$ cat src/rtl/imagen_pkg.sv
// Shared FSM encoding and default frame geometry for the frame-buffer writer.
package imagen_pkg;
  typedef enum logic [1:0] {
    IDLE  = 2'd0,
    WRITE = 2'd1,
    DONE  = 2'd2
  } state_t;

  localparam logic [18:0] DEF_BASE_ADDR = 19'h28;
  localparam int DEF_IMG_W  = 64;
  localparam int DEF_IMG_H  = 64;
  localparam int DEF_STRIDE = 64;
endpackage

$ cat src/rtl/skid_buffer_8.sv
// One-entry skid buffer for an 8-bit stream; SKID=0 makes it a plain
// combinational pass-through.
module skid_buffer_8 #(
  parameter bit SKID = 1'b1
) (
  input  logic       clk,
  input  logic       rst,
  input  logic       en,
  input  logic [7:0] in_data,
  input  logic       in_valid,
  output logic       in_ready,
  output logic [7:0] out_data,
  output logic       out_valid,
  input  logic       out_ready
);
  if (SKID) begin : g_skid
    logic       full;
    logic       full_nxt;
    logic       rdy;
    logic       push;
    logic [7:0] hold;

    // Upstream ready comes only from flops, never from out_ready.
    assign in_ready  = rdy & en;
    assign push      = in_valid & in_ready & ~out_ready;
    assign out_valid = full | (in_valid & in_ready);
    assign out_data  = full ? hold : in_data;

    always_comb begin
      full_nxt = full;
      if (full && out_ready) full_nxt = 1'b0;
      else if (push)         full_nxt = 1'b1;
    end

    always_ff @(posedge clk or posedge rst) begin
      if (rst) begin
        full <= 1'b0;
        rdy  <= 1'b0;
        hold <= '0;
      end else begin
        full <= full_nxt;
        rdy  <= ~full_nxt;
        if (push) hold <= in_data;
      end
    end
  end else begin : g_pass
    logic unused_clk_rst;
    assign unused_clk_rst = clk ^ rst;
    assign in_ready  = en & out_ready;
    assign out_valid = in_valid & in_ready;
    assign out_data  = in_data;
  end
endmodule

$ cat src/rtl/control_escritura.sv
// Raster pixel writer into a frame buffer.
// Define CONTROL_ESCRITURA_SKID_EN to register in_ready through a skid buffer.
module control_escritura
  import imagen_pkg::*;
#(
  parameter logic [18:0] BASE_ADDR = DEF_BASE_ADDR,
  parameter int IMG_W  = DEF_IMG_W,
  parameter int IMG_H  = DEF_IMG_H,
  parameter int STRIDE = DEF_STRIDE
) (
  input  logic        clk,
  input  logic        rst,
  input  logic        start,
  input  logic [7:0]  in_data,
  input  logic        in_valid,
  output logic        in_ready,
  input  logic        wr_wait,
  output logic        wr_en,
  output logic [18:0] wr_addr,
  output logic [7:0]  wr_data,
  output logic        busy,
  output logic        done
);
`ifdef CONTROL_ESCRITURA_SKID_EN
  localparam bit SKID = 1'b1;
`else
  localparam bit SKID = 1'b0;
`endif
  localparam logic [20:0] TOTAL    = 21'(IMG_W * IMG_H);
  localparam logic [9:0]  COL_LAST = 10'(IMG_W - 1);
  localparam logic [9:0]  ROW_LAST = 10'(IMG_H - 1);
  localparam logic [18:0] ROW_STEP = 19'(STRIDE - IMG_W + 1);

  state_t      state;
  logic [9:0]  col;
  logic [9:0]  row;
  logic [20:0] in_cnt;
  logic        all_in;
  logic        en;
  logic        dn_ready;
  logic        take;
  logic        last;
  logic        xfer;
  logic        load;
  logic        sb_valid;
  logic [7:0]  sb_data;

  // en depends only on flops, so in_ready gating adds no wr_wait path.
  assign en       = (state == WRITE) & ~all_in;
  assign dn_ready = ~wr_wait & ~(wr_en & wr_wait);
  assign take     = wr_en & ~wr_wait;
  assign last     = take & (col == COL_LAST) & (row == ROW_LAST);
  assign xfer     = in_valid & in_ready;
  assign load     = sb_valid & dn_ready;

  skid_buffer_8 #(
    .SKID(SKID)
  ) u_skid (
    .clk      (clk),
    .rst      (rst),
    .en       (en),
    .in_data  (in_data),
    .in_valid (in_valid),
    .in_ready (in_ready),
    .out_data (sb_data),
    .out_valid(sb_valid),
    .out_ready(dn_ready)
  );

  always_ff @(posedge clk or posedge rst) begin
    if (rst) begin
      state   <= IDLE;
      wr_en   <= 1'b0;
      wr_addr <= BASE_ADDR;
      wr_data <= '0;
      busy    <= 1'b0;
      done    <= 1'b0;
      col     <= '0;
      row     <= '0;
      in_cnt  <= '0;
      all_in  <= 1'b0;
    end else begin
      done <= 1'b0;
      unique case (state)
        IDLE: begin
          if (start) begin
            state   <= WRITE;
            busy    <= 1'b1;
            wr_addr <= BASE_ADDR;
            col     <= '0;
            row     <= '0;
            in_cnt  <= '0;
            all_in  <= 1'b0;
          end
        end
        WRITE: begin
          if (xfer) begin
            in_cnt <= in_cnt + 21'd1;
            if (in_cnt + 21'd1 == TOTAL) all_in <= 1'b1;
          end
          if (load) begin
            wr_en   <= 1'b1;
            wr_data <= sb_data;
          end else if (take) begin
            wr_en <= 1'b0;
          end
          if (take) begin
            if (col == COL_LAST) begin
              col     <= '0;
              row     <= (row == ROW_LAST) ? '0 : row + 10'd1;
              wr_addr <= wr_addr + ROW_STEP;
            end else begin
              col     <= col + 10'd1;
              wr_addr <= wr_addr + 19'd1;
            end
            if (last) begin
              state <= DONE;
              done  <= 1'b1;
            end
          end
        end
        DONE: begin
          state <= IDLE;
          busy  <= 1'b0;
        end
        default: state <= IDLE;
      endcase
    end
  end
endmodule
$ cat config.mk
export PLATFORM = sky130hd
export DESIGN_NAME = control_escritura
export DESIGN_NICKNAME = d
export VERILOG_FILES = /design/src/rtl/imagen_pkg.sv /design/src/rtl/skid_buffer_8.sv /design/src/rtl/control_escritura.sv
export SDC_FILE = /design/constraint.sdc
export NUM_CORES = 1
export LEC_CHECK = 0
export ABC_AREA = 1
export CORE_MARGIN = 2
export CORE_UTILIZATION = 50
export DETAILED_ROUTE_END_ITERATION = 10
export PLACE_DENSITY = 0.72
export SLEW_MARGIN = 0
export SYNTH_ARGS = -nofsm -noshare
export SYNTH_HDL_FRONTEND = slang
export SYNTH_SLANG_ARGS = --single-unit
$ cat constraint.sdc
create_clock -name clk -period 3.1 [get_ports clk]
set_clock_uncertainty 0.1 [all_clocks]
set_input_delay 0.62 -clock clk [delete_from_list [all_inputs] [get_ports clk]]
set_output_delay 0.62 -clock clk [all_outputs]
set_load 0.005 [all_outputs]
==> metrics <==
Detailed Route WL 9480 µm; max cap viols 0; clock-pin slew on the worst setup and hold paths 0.08 ns; Root Driver clkbuf_8; number of flops mapped to enable cells by yosys 0; most used cell, CP clkdlybuf4s50_1; CTS tree done; Finished Layout Cells 708; final hold slack 0.385 ns; Multi-input gate area 1990 µm²; FF-to-FF End in_cnt[10]$_DFFE_PP0P_; CTS buffer count 9; Setup Fix Bufs, Post-CTS 0; hold-fix buffers at CTS 0; status complete, no violations; Worst-Margin Slew 0.707 ns; Max clock buf depth 2; largest cells by area after synthesis dfrtp_1, nand2_1, inv_1; vias per std cell 5.35; Final setup violation count 0; global-route wire length before repair 16000 µm; Core Box Area 8130 µm²; area delta synth->final 17.8%; # rows 33; Avg WL per Cell 13.4 µm; Sequential Area 1850 µm²; most frequent cells in the layout nand2_1, dfrtp_1, inv_1, nor2_1, clkdlybuf4s50_1; Synth Warn # 0; Setup Crit Path Kind in -> out; Rel. slew slack 52.7%; P per Cell Area 602 nW/µm²; Async SR Flop Fraction 100%; Top Ports 44; Critical Path Source Type primary input; H-tree level count 3; pre-CTS setup slack 0.435 ns; total power 2.96 mW; antenna violations before repair 0; Final ANT Viol Nets 0; LEAKAGE 2.26 nW; most common cell after layout, fill and taps aside nand2_1; Worst Hold Launch wr_data[6]$_DFFE_PP0P_; Unique masters post-synth 38; Synth area leader dfrtp_1; syn nets 569; syn_area_per_cell 7.57 µm²; All-Layer GR Usage 22.6%; Sink Count 74; pin count of the biggest net entering global routing 65; Hold Crit Depth 2; total grt overflow 0; VDD IR max 0.312 mV; Critical Path End Type primary output; DP Wirelength 6820 µm; Die Wd 95.3 µm; Max stage delay on crit path 0.58 ns; vias in the first global route 3602; met1 WL 4430 µm; top-area cell type share of the netlist area 43.2%; # fillers 726; clk_lat worst skew 0.35 ns; cells after synthesis 551; CP max-delay cell clkdlybuf4s50_1; Die Y 95.3 µm; sequential fraction of the synthesis area 44.5%; f_max 366 MHz; Yosys reg bits 74; ratio of cells with drive above 1 in the final layout 8.96%; crit path cell chain clkdlybuf4s50_1 > nor3_1 > clkdlybuf4s50_1; flop2flop setup slack 0.84 ns; final worst slack 0.370 ns; 1st-iter DRT viols 136; Initial Utilization 51.3%; first-pass iteration count of the detailed router 5; max-slew violation count 0; CTS resizes 0; buffers plus inverters on the worst setup path 2; Critical Path AT 2.01 ns; RePlAce Congestion 0.887; Die Area 9090 µm²; RSZ-0062 raised after global routing no; top routing layer used met4; HP Class reg -> reg; ys flop type dfrtp_1; Required @ worst endpoint 2.38 ns; Worst R2R Path Depth 6; Via Count 3791; Final min period 2.73 ns; port bufs 43; endpoints failing hold 0; Critical Path Fanout Max 4; reg2reg start state[0]$_DFFE_PP0P_; Mapped Area 4170 µm²; metal2 WL 4550 µm; ANT cells 0; hold path endpoint wr_data[6]$_DFFE_PP0P_; family with the most delay on the worst path buffers and inverters; DR DRC count 0; period utilisation layout 88.1%; final net count 616; Sum Neg Setup Slack 0 ns; met3 wire length 305 µm; Inst Count DP 692
sequential cells by signal, indices dropped and copies added (netlist names):
signal	count
all_in	1
col	10
in_cnt	21
wr_addr	19
wr_data	8
busy	1
done	1
row	10
state	2
wr_en	1
area by class of cell:
class | count | area share [%]
clock buffer | 12 | 3.16
tap | 105 | 2.68
sequential | 74 | 37.8
multi-input combinational | 398 | 40.6
clock inverter | 4 | 1.02
timing repair buffer | 47 | 9.63
inverter | 68 | 5.20
report_power, final:
| part | leakage [nW] | internal (mW) | switching (mW) |
|---|---|---|---|
| logic | 1.19 | 0.339 | 0.429 |
| registers | 0.971 | 1.17 | 0.232 |
| clock network | 0.0986 | 0.415 | 0.368 |
per-stage QoR:
step / cell area (µm²) / utilization, %
after floorplan: 4170 / -
after global placement: 4710 / 57.9
after detailed placement: 4710 / 57.9
after CTS: 4910 / 60.4
after global routing: 4910 / 60.4
final: 4910 / 60.4
tightest hold or removal path, delay by kind of cell, from the launching register on:
kind | cells | cell delay (ns)
DFF | 1 | 0.35
and+or+nand+nor | 2 | 0.11
kinds of logic after synthesis:
| group | synth area share (%) |
|---|---|
| AO/OA/AOI/OAI | 10.2 |
| XOR/XNOR | 1.47 |
| adder cells (fa/ha/maj) | 1.50 |
| buffers and inverters | 7.77 |
| flip-flops | 44.5 |
| AND/OR/NAND/NOR | 34.6 |
cells in the mapped netlist (5+ instances only):
| library cell | number |
|---|---|
| o22ai_1 | 13 |
| o21ai_0 | 38 |
| nand3_2 | 5 |
| nor2_1 | 56 |
| nor2_2 | 6 |
| xor2_1 | 5 |
| nand3_1 | 31 |
| ha_1 | 5 |
| nand2_1 | 155 |
| dfrtp_1 | 72 |
| a21oi_1 | 16 |
| nand4_1 | 17 |
| nor3_1 | 16 |
| inv_1 | 67 |
routing by layer:
| metal | track usage [%] | vias to the layer above |
|---|---|---|
| met2 | 35.9 | 77 |
| met3 | 3.48 | 17 |
| li1 | - | 1905 |
| met1 | 30.8 | 1792 |
| met5 | 0 | - |
| met4 | 9.42 | 0 |
worst max path at each step:
| stage | start | to | slack, ns | cells past startpoint |
|---|---|---|---|---|
| 2_1_floorplan | rst | all_in$_DFFE_PP0P_ | 0.50 | 1 |
| 3_3_place_gp | wr_wait | in_ready | 0.43 | 3 |
| 3_5_place_dp | wr_wait | in_ready | 0.43 | 3 |
| 4_1_cts | wr_wait | in_ready | 0.42 | 3 |
| 5_1_grt | wr_wait | in_ready | 0.35 | 3 |
| 6_report | wr_wait | in_ready | 0.37 | 3 |
(Power assumes the default switching activity.)
